**src/rtl/alu_pkg.sv**
```systemverilog
// alu_pkg: opcode encodings and widths shared by the ALU issue controller.
// Contents: OP_W/DATA_W/OP_LAST widths, opcode localparams, op_is_err helper.
// Latency: n/a (declarations only). Backpressure: n/a.
package alu_pkg;

  localparam int OP_W    = 4;
  localparam int DATA_W  = 32;
  localparam int OP_LAST = 9;

  localparam logic [OP_W-1:0] ADD                = 4'd0;
  localparam logic [OP_W-1:0] SUB                = 4'd1;
  localparam logic [OP_W-1:0] AND                = 4'd2;
  localparam logic [OP_W-1:0] OR                 = 4'd3;
  localparam logic [OP_W-1:0] XOR                = 4'd4;
  localparam logic [OP_W-1:0] LOGICAL_LS         = 4'd5;
  localparam logic [OP_W-1:0] LOGICAL_RS         = 4'd6;
  localparam logic [OP_W-1:0] ARITHMETIC_RS      = 4'd7;
  localparam logic [OP_W-1:0] LESS_THAN_UNSIGNED = 4'd8;
  localparam logic [OP_W-1:0] LESS_THAN_SIGNED   = 4'd9;

  // Opcodes past the last defined one are still issued, but flagged.
  function automatic logic op_is_err(input logic [OP_W-1:0] op);
    return op > OP_W'(OP_LAST);
  endfunction

endpackage

```
**src/rtl/alu_rsp_fifo.sv**
```systemverilog
// alu_rsp_fifo: synchronous FIFO holding packed {err, zero, tag, data} responses.
// Ports: clk/clear, push_i/push_dat_i, pop_i/pop_dat_o, empty_o, count_o.
// Latency: a push is visible on pop_dat_o/!empty_o the next cycle (no bypass).
// Backpressure: push while full is accepted only together with a pop.
module alu_rsp_fifo #(
  parameter int W     = 38,
  parameter int DEPTH = 4
) (
  input  logic                   clk,
  input  logic                   clear,
  input  logic                   push_i,
  input  logic [W-1:0]           push_dat_i,
  input  logic                   pop_i,
  output logic [W-1:0]           pop_dat_o,
  output logic                   empty_o,
  output logic [$clog2(DEPTH):0] count_o
);

  localparam int AW = $clog2(DEPTH);
  localparam int CW = AW + 1;

  logic [W-1:0]  mem_q [DEPTH];
  logic [AW-1:0] wr_ptr_q, wr_ptr_d;
  logic [AW-1:0] rd_ptr_q, rd_ptr_d;
  logic [CW-1:0] count_q, count_d;
  logic          full;
  logic          do_push;
  logic          do_pop;

  assign full    = (count_q == CW'(DEPTH));
  assign empty_o = (count_q == '0);
  assign do_pop  = pop_i & ~empty_o;
  // A full FIFO still takes a push when a pop frees the slot in the same cycle.
  assign do_push = push_i & (~full | do_pop);

  always_comb begin
    wr_ptr_d = wr_ptr_q;
    rd_ptr_d = rd_ptr_q;
    count_d  = count_q;
    if (do_push) wr_ptr_d = wr_ptr_q + 1'b1;
    if (do_pop)  rd_ptr_d = rd_ptr_q + 1'b1;
    case ({do_push, do_pop})
      2'b10:   count_d = count_q + 1'b1;
      2'b01:   count_d = count_q - 1'b1;
      default: count_d = count_q;
    endcase
  end

  always_ff @(posedge clk or posedge clear) begin
    if (clear) begin
      wr_ptr_q <= '0;
      rd_ptr_q <= '0;
      count_q  <= '0;
    end else begin
      wr_ptr_q <= wr_ptr_d;
      rd_ptr_q <= rd_ptr_d;
      count_q  <= count_d;
    end
  end

  // Storage needs no reset: entries are only read while count_q says they are live.
  always_ff @(posedge clk) begin
    if (do_push) mem_q[wr_ptr_q] <= push_dat_i;
  end

  assign pop_dat_o = mem_q[rd_ptr_q];
  assign count_o   = count_q;

endmodule

```
**src/rtl/alu_issue_ctrl.sv**
```systemverilog
// alu_issue_ctrl: initiator for a registered 32-bit ALU; issues tagged ops, returns in-order tagged responses.
// Latency: accept to rsp_valid is 3 cycles with an empty response FIFO; one accept per cycle sustained.
// Backpressure: req_ready is a credit check (S1 + S2 + FIFO count < RSP_DEPTH); the pipeline itself never stalls.
// Ports: clk/clear; req_valid/req_ready/req_op/req_a/req_b/req_tag; alu_in0/alu_in1/control_signal to the ALU;
//        alu_out/zero_flag from the ALU; rsp_valid/rsp_ready/rsp_data/rsp_zero/rsp_err/rsp_tag.
// Optional: define ALU_ISSUE_STATS_EN to add saturating stat_ops / stat_zero push counters.
module alu_issue_ctrl
  import alu_pkg::*;
#(
  parameter int TAG_W     = 4,
  parameter int RSP_DEPTH = 4
) (
  input  logic              clk,
  input  logic              clear,
  input  logic              req_valid,
  output logic              req_ready,
  input  logic [OP_W-1:0]   req_op,
  input  logic [DATA_W-1:0] req_a,
  input  logic [DATA_W-1:0] req_b,
  input  logic [TAG_W-1:0]  req_tag,
  output logic [DATA_W-1:0] alu_in0,
  output logic [DATA_W-1:0] alu_in1,
  output logic [OP_W-1:0]   control_signal,
  input  logic [DATA_W-1:0] alu_out,
  input  logic              zero_flag,
  output logic              rsp_valid,
  input  logic              rsp_ready,
  output logic [DATA_W-1:0] rsp_data,
  output logic              rsp_zero,
  output logic              rsp_err,
  output logic [TAG_W-1:0]  rsp_tag
`ifdef ALU_ISSUE_STATS_EN
  ,
  output logic [31:0]       stat_ops,
  output logic [31:0]       stat_zero
`endif
);

  localparam int CNT_W = $clog2(RSP_DEPTH) + 1;
  localparam int ENT_W = 1 + 1 + TAG_W + DATA_W;

  // Drive registers feeding the ALU.
  logic [DATA_W-1:0] alu_in0_q, alu_in0_d;
  logic [DATA_W-1:0] alu_in1_q, alu_in1_d;
  logic [OP_W-1:0]   ctrl_q, ctrl_d;

  // S1: operands sit in the drive registers. S2: ALU result register is loaded.
  logic              s1_vld_q, s1_vld_d;
  logic [TAG_W-1:0]  s1_tag_q, s1_tag_d;
  logic              s1_err_q, s1_err_d;
  logic              s2_vld_q, s2_vld_d;
  logic [TAG_W-1:0]  s2_tag_q, s2_tag_d;
  logic              s2_err_q, s2_err_d;

  logic              accept;
  logic [CNT_W-1:0]  fifo_cnt;
  logic [CNT_W-1:0]  in_flight;
  logic              fifo_empty;
  logic              fifo_pop;
  logic [ENT_W-1:0]  fifo_push_dat;
  logic [ENT_W-1:0]  fifo_pop_dat;

  // Every op in S1/S2 already owns a FIFO slot, so the FIFO can never overflow.
  assign in_flight = CNT_W'(s1_vld_q) + CNT_W'(s2_vld_q) + fifo_cnt;
  assign req_ready = ~clear & (in_flight < CNT_W'(RSP_DEPTH));
  assign accept    = req_valid & req_ready;

  always_comb begin
    alu_in0_d = alu_in0_q;
    alu_in1_d = alu_in1_q;
    ctrl_d    = ctrl_q;
    s1_tag_d  = s1_tag_q;
    s1_err_d  = s1_err_q;
    s1_vld_d  = accept;
    s2_vld_d  = s1_vld_q;
    s2_tag_d  = s1_tag_q;
    s2_err_d  = s1_err_q;
    if (accept) begin
      alu_in0_d = req_a;
      alu_in1_d = req_b;
      ctrl_d    = req_op;
      s1_tag_d  = req_tag;
      s1_err_d  = op_is_err(req_op);
    end
  end

  always_ff @(posedge clk or posedge clear) begin
    if (clear) begin
      alu_in0_q <= '0;
      alu_in1_q <= '0;
      ctrl_q    <= '0;
      s1_vld_q  <= 1'b0;
      s1_tag_q  <= '0;
      s1_err_q  <= 1'b0;
      s2_vld_q  <= 1'b0;
      s2_tag_q  <= '0;
      s2_err_q  <= 1'b0;
    end else begin
      alu_in0_q <= alu_in0_d;
      alu_in1_q <= alu_in1_d;
      ctrl_q    <= ctrl_d;
      s1_vld_q  <= s1_vld_d;
      s1_tag_q  <= s1_tag_d;
      s1_err_q  <= s1_err_d;
      s2_vld_q  <= s2_vld_d;
      s2_tag_q  <= s2_tag_d;
      s2_err_q  <= s2_err_d;
    end
  end

  assign alu_in0        = alu_in0_q;
  assign alu_in1        = alu_in1_q;
  assign control_signal = ctrl_q;

  // In S2 the ALU result register holds this op's result, so capture it now.
  assign fifo_push_dat = {s2_err_q, zero_flag, s2_tag_q, alu_out};
  assign fifo_pop      = rsp_valid & rsp_ready;

  alu_rsp_fifo #(
    .W     (ENT_W),
    .DEPTH (RSP_DEPTH)
  ) u_rsp_fifo (
    .clk        (clk),
    .clear      (clear),
    .push_i     (s2_vld_q),
    .push_dat_i (fifo_push_dat),
    .pop_i      (fifo_pop),
    .pop_dat_o  (fifo_pop_dat),
    .empty_o    (fifo_empty),
    .count_o    (fifo_cnt)
  );

  // Response fields read zero whenever nothing is presented, including after clear.
  assign rsp_valid = ~fifo_empty;
  assign rsp_data  = rsp_valid ? fifo_pop_dat[DATA_W-1:0]             : '0;
  assign rsp_tag   = rsp_valid ? fifo_pop_dat[DATA_W +: TAG_W]         : '0;
  assign rsp_zero  = rsp_valid ? fifo_pop_dat[DATA_W + TAG_W]          : 1'b0;
  assign rsp_err   = rsp_valid ? fifo_pop_dat[DATA_W + TAG_W + 1]      : 1'b0;

`ifdef ALU_ISSUE_STATS_EN
  logic [31:0] stat_ops_q;
  logic [31:0] stat_zero_q;

  always_ff @(posedge clk or posedge clear) begin
    if (clear) begin
      stat_ops_q  <= '0;
      stat_zero_q <= '0;
    end else if (s2_vld_q) begin
      if (stat_ops_q != '1)              stat_ops_q  <= stat_ops_q + 1'b1;
      if (zero_flag && stat_zero_q != '1) stat_zero_q <= stat_zero_q + 1'b1;
    end
  end

  assign stat_ops  = stat_ops_q;
  assign stat_zero = stat_zero_q;
`endif

endmodule
```
**config.mk**
```make
export PLATFORM = sky130hd
export DESIGN_NAME = alu_issue_ctrl
export DESIGN_NICKNAME = d
export VERILOG_FILES = /design/src/rtl/alu_pkg.sv /design/src/rtl/alu_rsp_fifo.sv /design/src/rtl/alu_issue_ctrl.sv
export SDC_FILE = /design/constraint.sdc
export NUM_CORES = 1
export LEC_CHECK = 0
export CORE_AREA = 2 2 197 199
export DETAILED_ROUTE_END_ITERATION = 8
export DIE_AREA = 0 0 199 201
export PLACE_DENSITY = 0.52
export SLEW_MARGIN = 40
export SYNTH_ARGS = -nofsm -noshare
export SYNTH_HDL_FRONTEND = slang
export SYNTH_SLANG_ARGS = --single-unit
```
**constraint.sdc**
```tcl
create_clock -name clk -period 5 [get_ports clk]
set_clock_uncertainty 0.15 [all_clocks]
set_input_delay 0.75 -clock clk [delete_from_list [all_inputs] [get_ports clk]]
set_output_delay 0.75 -clock clk [all_outputs]
set_load 0.05 [all_outputs]
```
**Yosys cells after proc, flatten, opt, wreduce, memory -nomap -nowiden**

Memories as Yosys holds them, arrays and structs flattened.
Cells that the tools add are included.

- RAM bits: 152
- Bits of input ports: 109
- Flip-flop bits (word level): 87
- Output and inout bits: 108
- Memories: 1
- Latch bits: 0
- Bits in read-only memories: 0

Memories:

| name | depth | width | read ports | clocked after Yosys merged registers in | write ports | line | text |
|---|---|---|---|---|---|---|---|
| u_rsp_fifo.mem_q | 4 | 38 | 1 | 0 | 1 | alu_rsp_fifo.sv:22 | `logic [W-1:0] mem_q [DEPTH];` |

- Order comparisons: 2
- Shift operators: 0
- $mul: 0
- Bitwise operators: 9
- Muxes and demuxes: 7
- Div/mod/pow operators: 0
- Reductions and logical operators: 2
- Equality and inequality tests: 3
- $add $sub $neg: 6

Operators with widths:

| operator | number |
|---|---|
| 32-bit two-way mux | 1 |
| 3-bit case mux with 2 select lines | 1 |
| 1-bit bitwise AND | 5 |
| 2-bit by 1-bit adder with 2-bit output (second input constant) | 2 |
| 4-bit greater-than comparator (second input constant) | 1 |
| 1-bit two-way mux | 4 |
| 4-bit two-way mux | 1 |
| 2-bit by 3-bit adder with 3-bit output | 1 |
| 3-bit by 1-bit adder with 3-bit output (second input constant) | 1 |
| 3-bit == test (second input constant) | 1 |
| 3-bit zero test | 1 |
| 3-bit less-than comparator (second input constant) | 1 |
| 1-bit NOT | 3 |
| 3-bit by 1-bit subtractor with 3-bit output (second input constant) | 1 |
| 1-bit by 1-bit adder with 2-bit output | 1 |
| 2-bit by 1-bit == test with 1-bit output (second input constant) | 1 |
| 2-bit == test (second input constant) | 1 |
| 2-bit nonzero test | 1 |
| 1-bit bitwise OR | 1 |

**Longest topological paths before layout**

Gate-level depths: netlist (run 1).

- Depth after elaboration: 8
- Depth in mapped cells: 9
- Mapped depth without buffers: 9

**Modules after synthesis**

From an unflattened synthesis (run 1), not the netlist that was laid out.

- Cells, all modules: 452
- Area total of the unflattened synthesis: 9405.3 um^2

Modules (own cells, without submodules):

| module | area each (um^2) | cells each | sequential area each (um^2) | instances |
|---|---|---|---|---|
| alu_rsp_fifo | 5894.4 | 237 | 4739.5 | 1 |
| alu_issue_ctrl | 3510.9 | 215 | 2001.9 | 1 |

**Worst setup path after synthesis (run 1)**

OpenSTA, ideal clock, no wires.

- Kind: flip-flop to output port
- Start: register u_rsp_fifo.count_q[0] (netlist: u_rsp_fifo.count_o[0])
- End: output req_ready
- Stages on the path, launching flop included: 6
- Buffers on the path: 0
- Data required time: 4.100 ns
- Arrival: 1.698 ns
- Setup slack: 2.402 ns
- Cells stage by stage: dfrtp_1 -> ha_1 -> a21oi_2 -> nor2_1 -> xnor2_1 -> nor2_1

- Cells in the longest elaborated chain, start to end: 3

Ends and longest elaborated chain:

| element | line | text |
|---|---|---|
| start: declaration | alu_rsp_fifo.sv:25 | `logic [CW-1:0] count_q, count_d;` |
| start signal: assignment | alu_rsp_fifo.sv:57 | `count_q <= count_d;` |
| 2-bit by 3-bit adder with 3-bit output | alu_issue_ctrl.sv:64 | `assign in_flight = CNT_W'(s1_vld_q) + CNT_W'(s2_vld_q) + fifo_cnt;` |
| 3-bit less-than comparator | alu_issue_ctrl.sv:65 | `assign req_ready = ~clear & (in_flight < CNT_W'(RSP_DEPTH));` |
| 1-bit bitwise AND | alu_issue_ctrl.sv:65 |  |
| end: declaration | alu_issue_ctrl.sv:16 | `output logic req_ready,` |

No other way between the ends.

**Worst setup path after layout (run 1)**

- Start: register u_rsp_fifo.rd_ptr_q[0]
- End: output rsp_data[28]

- Cells in the longest elaborated chain, start to end: 2

Ends and longest elaborated chain:

| element | line | text |
|---|---|---|
| start: declaration | alu_rsp_fifo.sv:24 | `logic [AW-1:0] rd_ptr_q, rd_ptr_d;` |
| start signal: assignment | alu_rsp_fifo.sv:56 | `rd_ptr_q <= rd_ptr_d;` |
| memory 4 x 38 bit | n/a |  |
| 32-bit two-way mux | alu_issue_ctrl.sv:135 | `assign rsp_data = rsp_valid ? fifo_pop_dat[DATA_W-1:0] : '0;` |
| end: declaration | alu_issue_ctrl.sv:28 | `output logic [DATA_W-1:0] rsp_data,` |

No other way between the ends.

==> flow_summary.toml, run 1 <==
[detailed_routing]
via_count = 4898
avgViaCountPerCell = 3.99
ant_nets = 0
drt-total-wl_um = 20900
post_drt_wl_per_cell_um = 17.0
drc = 0
drt_iter0_markers = 120
firstDrtPassIters = 5

[global_route]
grt_max_degree = 53
antenna_found_initial = 0
grt_usage = 0.105
grt_overflow_total = 0
grt_pass1_vias = 5438
grt_first_pass_wirelength_um = 32500

[status]
status = "finished, final reports clean"

[layout]
nets = 802
layout_common_cells = "clkdlybuf4s50_1, edfxtp_1, dfrtp_1"
syn2layout_area_growth_pct = 39.8
num_antenna_cells = 0
drive_gt1_frac = 0.258
layout_commonest_cell = "clkdlybuf4s50_1"

[synthesis]
synth_cells = 451
ys_seq_area_frac = 0.718
avgSynthCellArea_sq_um = 20.8
synth_top_area_share = 0.486
yosys_warnings = 0
synth_ff_type = "edfxtp_1"
syn_area_sq_um = 9390
syn-num-nets = 567
synthTopCellsByArea = "edfxtp_1, dfrtp_1, mux2_4, mux4_2, and2_1"
synth_edf_count = 152
ys_seq_elements = 239
yosysTopAreaCell = "edfxtp_1"
synthArstFlopShare = 0.364
synthDistinctLibCells = 24

[clocking]
tritoncts = "done"
cts_resized = 0
worstSkewPairLatency_ns = 0.54
hold_buffers = 0
clk_path_buf_depth = 3
cts.sink_count = 239
clockRootBuffer = "clkbuf_16"
cts_made_buffers = 29
cts_setup_buffers = 0
h-tree-depth = 1
clkTransAtPathRegs_ns = 0.06

[floorplanning]
ioPinCount = 217
core-area_sq_um = 38100
dieHeight_um = 201
die_area_sq_um = 40000
start_util = 0.246
die_width_um = 199
std_cell_rows = 72

[critical_path]
r2r_start = "u_rsp_fifo.count_o[0]$_DFFE_PP0P_"
crit_fanout = 21
path_class = "flop to output pin"
reg2reg_depth = 6
crit_path_end_kind = "output pin"
critical_path_required_ns = 4.10
r2r_end = "alu_in1[13]$_DFFE_PP0P_"
crit_arrival_ns = 2.97
critPathLaunchType = "flop"
reg2reg_slack_ns = 2.14

[placed_design]
dp_hpwl_um = 13400
post-place-ws_ns = 1.61
place_congestion = 0.665
numPortBuffers = 216

[timing]
finalSetupViolations = 0
worst_pin_slew_ns = 0.775
rsz0062_at_grt = "no"
min_period_ns = 3.87
maxSlewViolCount = 0
holdWs_ns = 0.227
maxSlewHeadroom = 0.483
layout_setup_ws_ns = 1.13
tns_ns = 0
hold_viol = 0
timing.fmax_mhz = 258
period_share = 0.774

[worst_hold_path]
whs_endpoint = "s2_err_q$_DFF_PP0_"
hp-class = "flop to flop"
min_from = "s1_err_q$_DFFE_PP0P_"
hold_depth = 0

[pwr]
leakagePower_nw = 4.77
peakVddDrop_mv = 0.402
powerDensity_nw_per_um2 = 720
total_power_mw = 9.45

[run]
max_cap_violations = 0
## state kept, by name, indices dropped and copies added, names as in the netlist
name and count:
u_rsp_fifo.mem_q 152, alu_in0 32, alu_in1 32, control_signal 4
s1_tag_q 4, s2_tag_q 4, u_rsp_fifo.count_o 3, u_rsp_fifo.rd_ptr_q 2
u_rsp_fifo.wr_ptr_q 2, s1_err_q 1, s1_vld_q 1, s2_err_q 1
s2_vld_q 1
## per-layer routing
layer	vias to the layer above	wire [um]	part of all wire	track usage
met2	208	9380	0.45	0.164
li1	2194	-	-	-
met5	-	0	0	0
met1	2467	8750	0.42	0.133
met3	29	2400	0.12	0.0496
met4	0	348	0.017	0.0243
## through the flow
| step | utilization | instances | instance area [sq um] |
|---|---|---|---|
| after global placement | 0.317 | 1172 | 12100 |
| final | 0.345 | 1227 | 13100 |
| after global routing | 0.345 | 1227 | 13100 |
| after floorplan | - | 451 | 9390 |
| after CTS | 0.345 | 1227 | 13100 |
| after detailed placement | 0.318 | 1173 | 12100 |
## cell families (layout without fill, tap and decap cells)
kind of cell	count (synthesis)	after routing	synth area share
buffers and inverters	30	288	0.0249
adder cells (fa/ha/maj)	7	7	0.0101
AND/OR/NAND/NOR	51	51	0.0341
XOR/XNOR	7	7	0.00653
flip-flops	239	239	0.718
AO/OA/AOI/OAI	5	5	0.00373
multiplexers	112	112	0.203
## where the power goes
group,total [mW],internal (mW),switching (mW)
Clock,2.18,1.34,0.845
Combinational,4.32,1.77,2.55
Sequential,2.95,2.60,0.350
Total,9.45,5.70,3.75
## worst max path at each step
stage / startpoint / to / depth (start not counted)
3_3_place_gp: u_rsp_fifo.rd_ptr_q[0]$_DFFE_PP0P_ / rsp_data[28] / 3
4_1_cts: u_rsp_fifo.rd_ptr_q[0]$_DFFE_PP0P_ / rsp_data[28] / 4
5_1_grt: u_rsp_fifo.rd_ptr_q[0]$_DFFE_PP0P_ / rsp_data[28] / 4
6_report: u_rsp_fifo.rd_ptr_q[0]$_DFFE_PP0P_ / rsp_data[28] / 4
2_1_floorplan: clear / alu_in0[0]$_DFFE_PP0P_ / 1
3_5_place_dp: u_rsp_fifo.rd_ptr_q[0]$_DFFE_PP0P_ / rsp_data[28] / 4
## synthesized netlist by cell type (2+ instances only)
cell type  instances
inv_1              8
buf_12             7
edfxtp_1         152
and2_1            43
mux4_2            38
dfrtp_1           87
o21ai_0            3
xor2_1             2
ha_1               6
xnor2_1            5
mux2i_1            2
nand2_1            2
buf_2              6
clkbuf_1           8
mux2_4            58
nor2_1             3
mux2_2            14
## worst max-delay path, stage by stage, from the launching register on
cell	delay, ns
dfrtp_4	0.72
buf_12	0.28
mux4_2	0.55
and2_1	0.18
clkdlybuf4s50_1	0.69
## cell type report
| type | count | area [sq um] |
|---|---|---|
| Fill cell | 3653 | 25000 |
| Sequential cell | 239 | 6750 |
| Multi-Input combinational cell | 182 | 2420 |
| Timing Repair Buffer | 225 | 2250 |
| Clock buffer | 36 | 825 |
| Tap cell | 518 | 648 |
| Clock inverter | 18 | 199 |
| Inverter | 9 | 38.8 |
Note: power is estimated with default switching activity, not from simulation.
==> run 2, diff against run 1 <==
--- a/config.mk
+++ b/config.mk
@@ -8,7 +8,7 @@
 export CORE_AREA = 2 2 197 199
 export DETAILED_ROUTE_END_ITERATION = 8
 export DIE_AREA = 0 0 199 201
-export PLACE_DENSITY = 0.52
+export PLACE_DENSITY = 0.54
 export SLEW_MARGIN = 40
 export SYNTH_ARGS = -nofsm -noshare
 export SYNTH_HDL_FRONTEND = slang
==> constraint.sdc (replaced) <==
create_clock -name clk -period 3.5 [get_ports clk]
set_clock_uncertainty 0.15 [all_clocks]
set_input_delay 0.525 -clock clk [delete_from_list [all_inputs] [get_ports clk]]
set_output_delay 0.525 -clock clk [all_outputs]
set_load 0.05 [all_outputs]
==> run 2 against run 1 <==
Total power is 40% higher. Via count hardly changed. Combinational power is 43% higher. Cell count is 0.73% higher. Critical endpoint is now rsp_data[3]. Largest cell class unchanged. Highest routed layer is now met5.
==> flow_summary.toml, run 2 (synthesis results as in run 1) <==
[timing]
rsz0062_at_grt = "no"
tns_ns = 0
holdWs_ns = 0.229
hold_viol = 0
maxSlewHeadroom = 0.610
worst_pin_slew_ns = 0.585
min_period_ns = 3.36
finalSetupViolations = 0
period_share = 0.959
timing.fmax_mhz = 298
maxSlewViolCount = 0

[global_route]
grt_pass1_vias = 5598
grt_overflow_total = 0
antenna_found_initial = 1
grt_usage = 0.106
grt_max_degree = 41
grt_first_pass_wirelength_um = 32500

[detailed_routing]
firstDrtPassIters = 4
ant_nets = 0
avgViaCountPerCell = 3.97
post_drt_wl_per_cell_um = 17.0
drc = 0
drt-total-wl_um = 21000
drt_iter0_markers = 168
via_count = 4902

[critical_path]
crit_fanout = 12
crit_arrival_ns = 2.68
critPathLaunchType = "flop"
crit_path_end_kind = "output pin"
critical_path_required_ns = 2.82
path_class = "flop to output pin"

[floorplanning]
die_area_sq_um = 40000
die_width_um = 199
std_cell_rows = 72
dieHeight_um = 201
core-area_sq_um = 38100
start_util = 0.246
ioPinCount = 217

[clocking]
tritoncts = "done"
worstSkewPairLatency_ns = 0.54
cts.sink_count = 239
h-tree-depth = 1
cts_made_buffers = 28
clkTransAtPathRegs_ns = 0.06
clk_path_buf_depth = 3
hold_buffers = 0
clockRootBuffer = "clkbuf_16"

[pwr]
cellInternalPower_mw = 7.98
powerDensity_nw_per_um2 = 1000
leakagePower_nw = 4.86
clockPowerShare = 0.222
switching_share = 0.399
combPwrFrac = 0.466
seqPwrFrac = 0.311
peakVddDrop_mv = 0.579
switchingPower_mw = 5.29
total_power_mw = 13.3

[layout]
drive_gt1_frac = 0.260
top_register = "u_rsp_fifo.mem_q"
syn2layout_area_growth_pct = 41.0
layout_common_cells = "clkdlybuf4s50_1, edfxtp_1, dfrtp_1"
num_antenna_cells = 0
layout_commonest_cell = "clkdlybuf4s50_1"
largest_register_ffs = 152
nets = 815
final_core_util = 0.347

[placed_design]
place_congestion = 0.683
numPortBuffers = 216
dp_hpwl_um = 14300

[status]
status = "finished, final reports clean"

[run]
max_cap_violations = 0

[worst_hold_path]
hp-class = "flop to flop"
[run 2: cell types whose count changed in the layout (fill, tap and decap cells not counted), sizes merged]
cell / before / now
bufinv: 3 / 4
buf: 9 / 26
inv: 11 / 10
clkbuf: 36 / 31
dlygate4sd2: 0 / 23
clkinv: 13 / 11
clkdlybuf4s50: 216 / 190
clkinvlp: 0 / 2
[run 2: path summary, 6_finish.rpt]
kind	start	endpoint	slack [ns]	depth (start not counted)
setup / recovery	u_rsp_fifo.rd_ptr_q[0]$_DFFE_PP0P_	rsp_data[3]	0.14	4
hold / removal	s1_vld_q$_DFF_PP0_	s2_vld_q$_DFF_PP0_	0.23	0
setup reg to reg	u_rsp_fifo.count_o[0]$_DFFE_PP0P_	alu_in1[5]$_DFFE_PP0P_	0.89	6
hold reg to reg	s1_vld_q$_DFF_PP0_	s2_vld_q$_DFF_PP0_	0.23	0
max in group asynchronous	clear	s2_err_q$_DFF_PP0_	2.29	3
min in group asynchronous	clear	u_rsp_fifo.count_o[1]$_DFFE_PP0P_	0.31	2
[run 2: final cells by class]
type                    instances  area [sq um]
multi-input cells             182          2420
clock buffers                  31           733
fillers                      3699         24900
well taps                     518           648
inverters                       9          36.3
repair buffers                239          2450
clock inverters                18           205
flip-flops and latches        239          6750
[run 2: timing repair]
| item | in CTS | in global routing |
|---|---|---|
| setup buffers | 0 | 0 |
| resized for setup | 23 | 1 |
| endpoints found under the setup margin | 23 | 6 |
[run 2: layer usage]
layer | track usage | vias to the layer above | wire length [um]
li1 | - | 2209 | -
met1 | 0.130 | 2436 | 8820
met2 | 0.170 | 222 | 9400
met3 | 0.0455 | 33 | 2270
met4 | 0.0309 | 2 | 455
met5 | 0 | - | 13
[run 2: power groups by stage]
| stage | sequential (mW) | clock [mW] | combinational, mW |
|---|---|---|---|
| after floorplan | 5.46 | 0 | 3.03 |
| after global placement | 4.17 | 0 | 6.41 |
| after detailed placement | 4.16 | 0 | 6.43 |
| after CTS | 4.15 | 3.06 | 6.29 |
| after global routing | 4.24 | 3.17 | 6.51 |
| final | 4.13 | 2.95 | 6.19 |
[run 2: metrics by stage]
| step | cells | instance area, sq um | setup slack, ns |
|---|---|---|---|
| floorplan | 451 | 9390 | 0.575 |
| global placement | 1187 | 12300 | 0.543 |
| detailed placement | 1187 | 12300 | 0.534 |
| CTS | 1236 | 13200 | 0.00156 |
| global route | 1236 | 13200 | 0.00847 |
| finish | 1236 | 13200 | 0.143 |
[run 2: critical path, stage by stage, from the launching register on]
cell and delay (ns):
dfrtp_4 0.55, buf_12 0.20, mux4_2 0.50, and2_1 0.18, clkdlybuf4s50_1 0.70
==> run 3, diff against run 2 <==
--- a/config.mk
+++ b/config.mk
@@ -5,6 +5,7 @@
 export SDC_FILE = /design/constraint.sdc
 export NUM_CORES = 1
 export LEC_CHECK = 0
+export ABC_CLOCK_PERIOD_IN_PS = 3500
 export CORE_AREA = 2 2 197 199
 export DETAILED_ROUTE_END_ITERATION = 8
 export DIE_AREA = 0 0 199 201
==> results of run 3 <==
Final layout, timing and power as in run 2 (identical DEF).
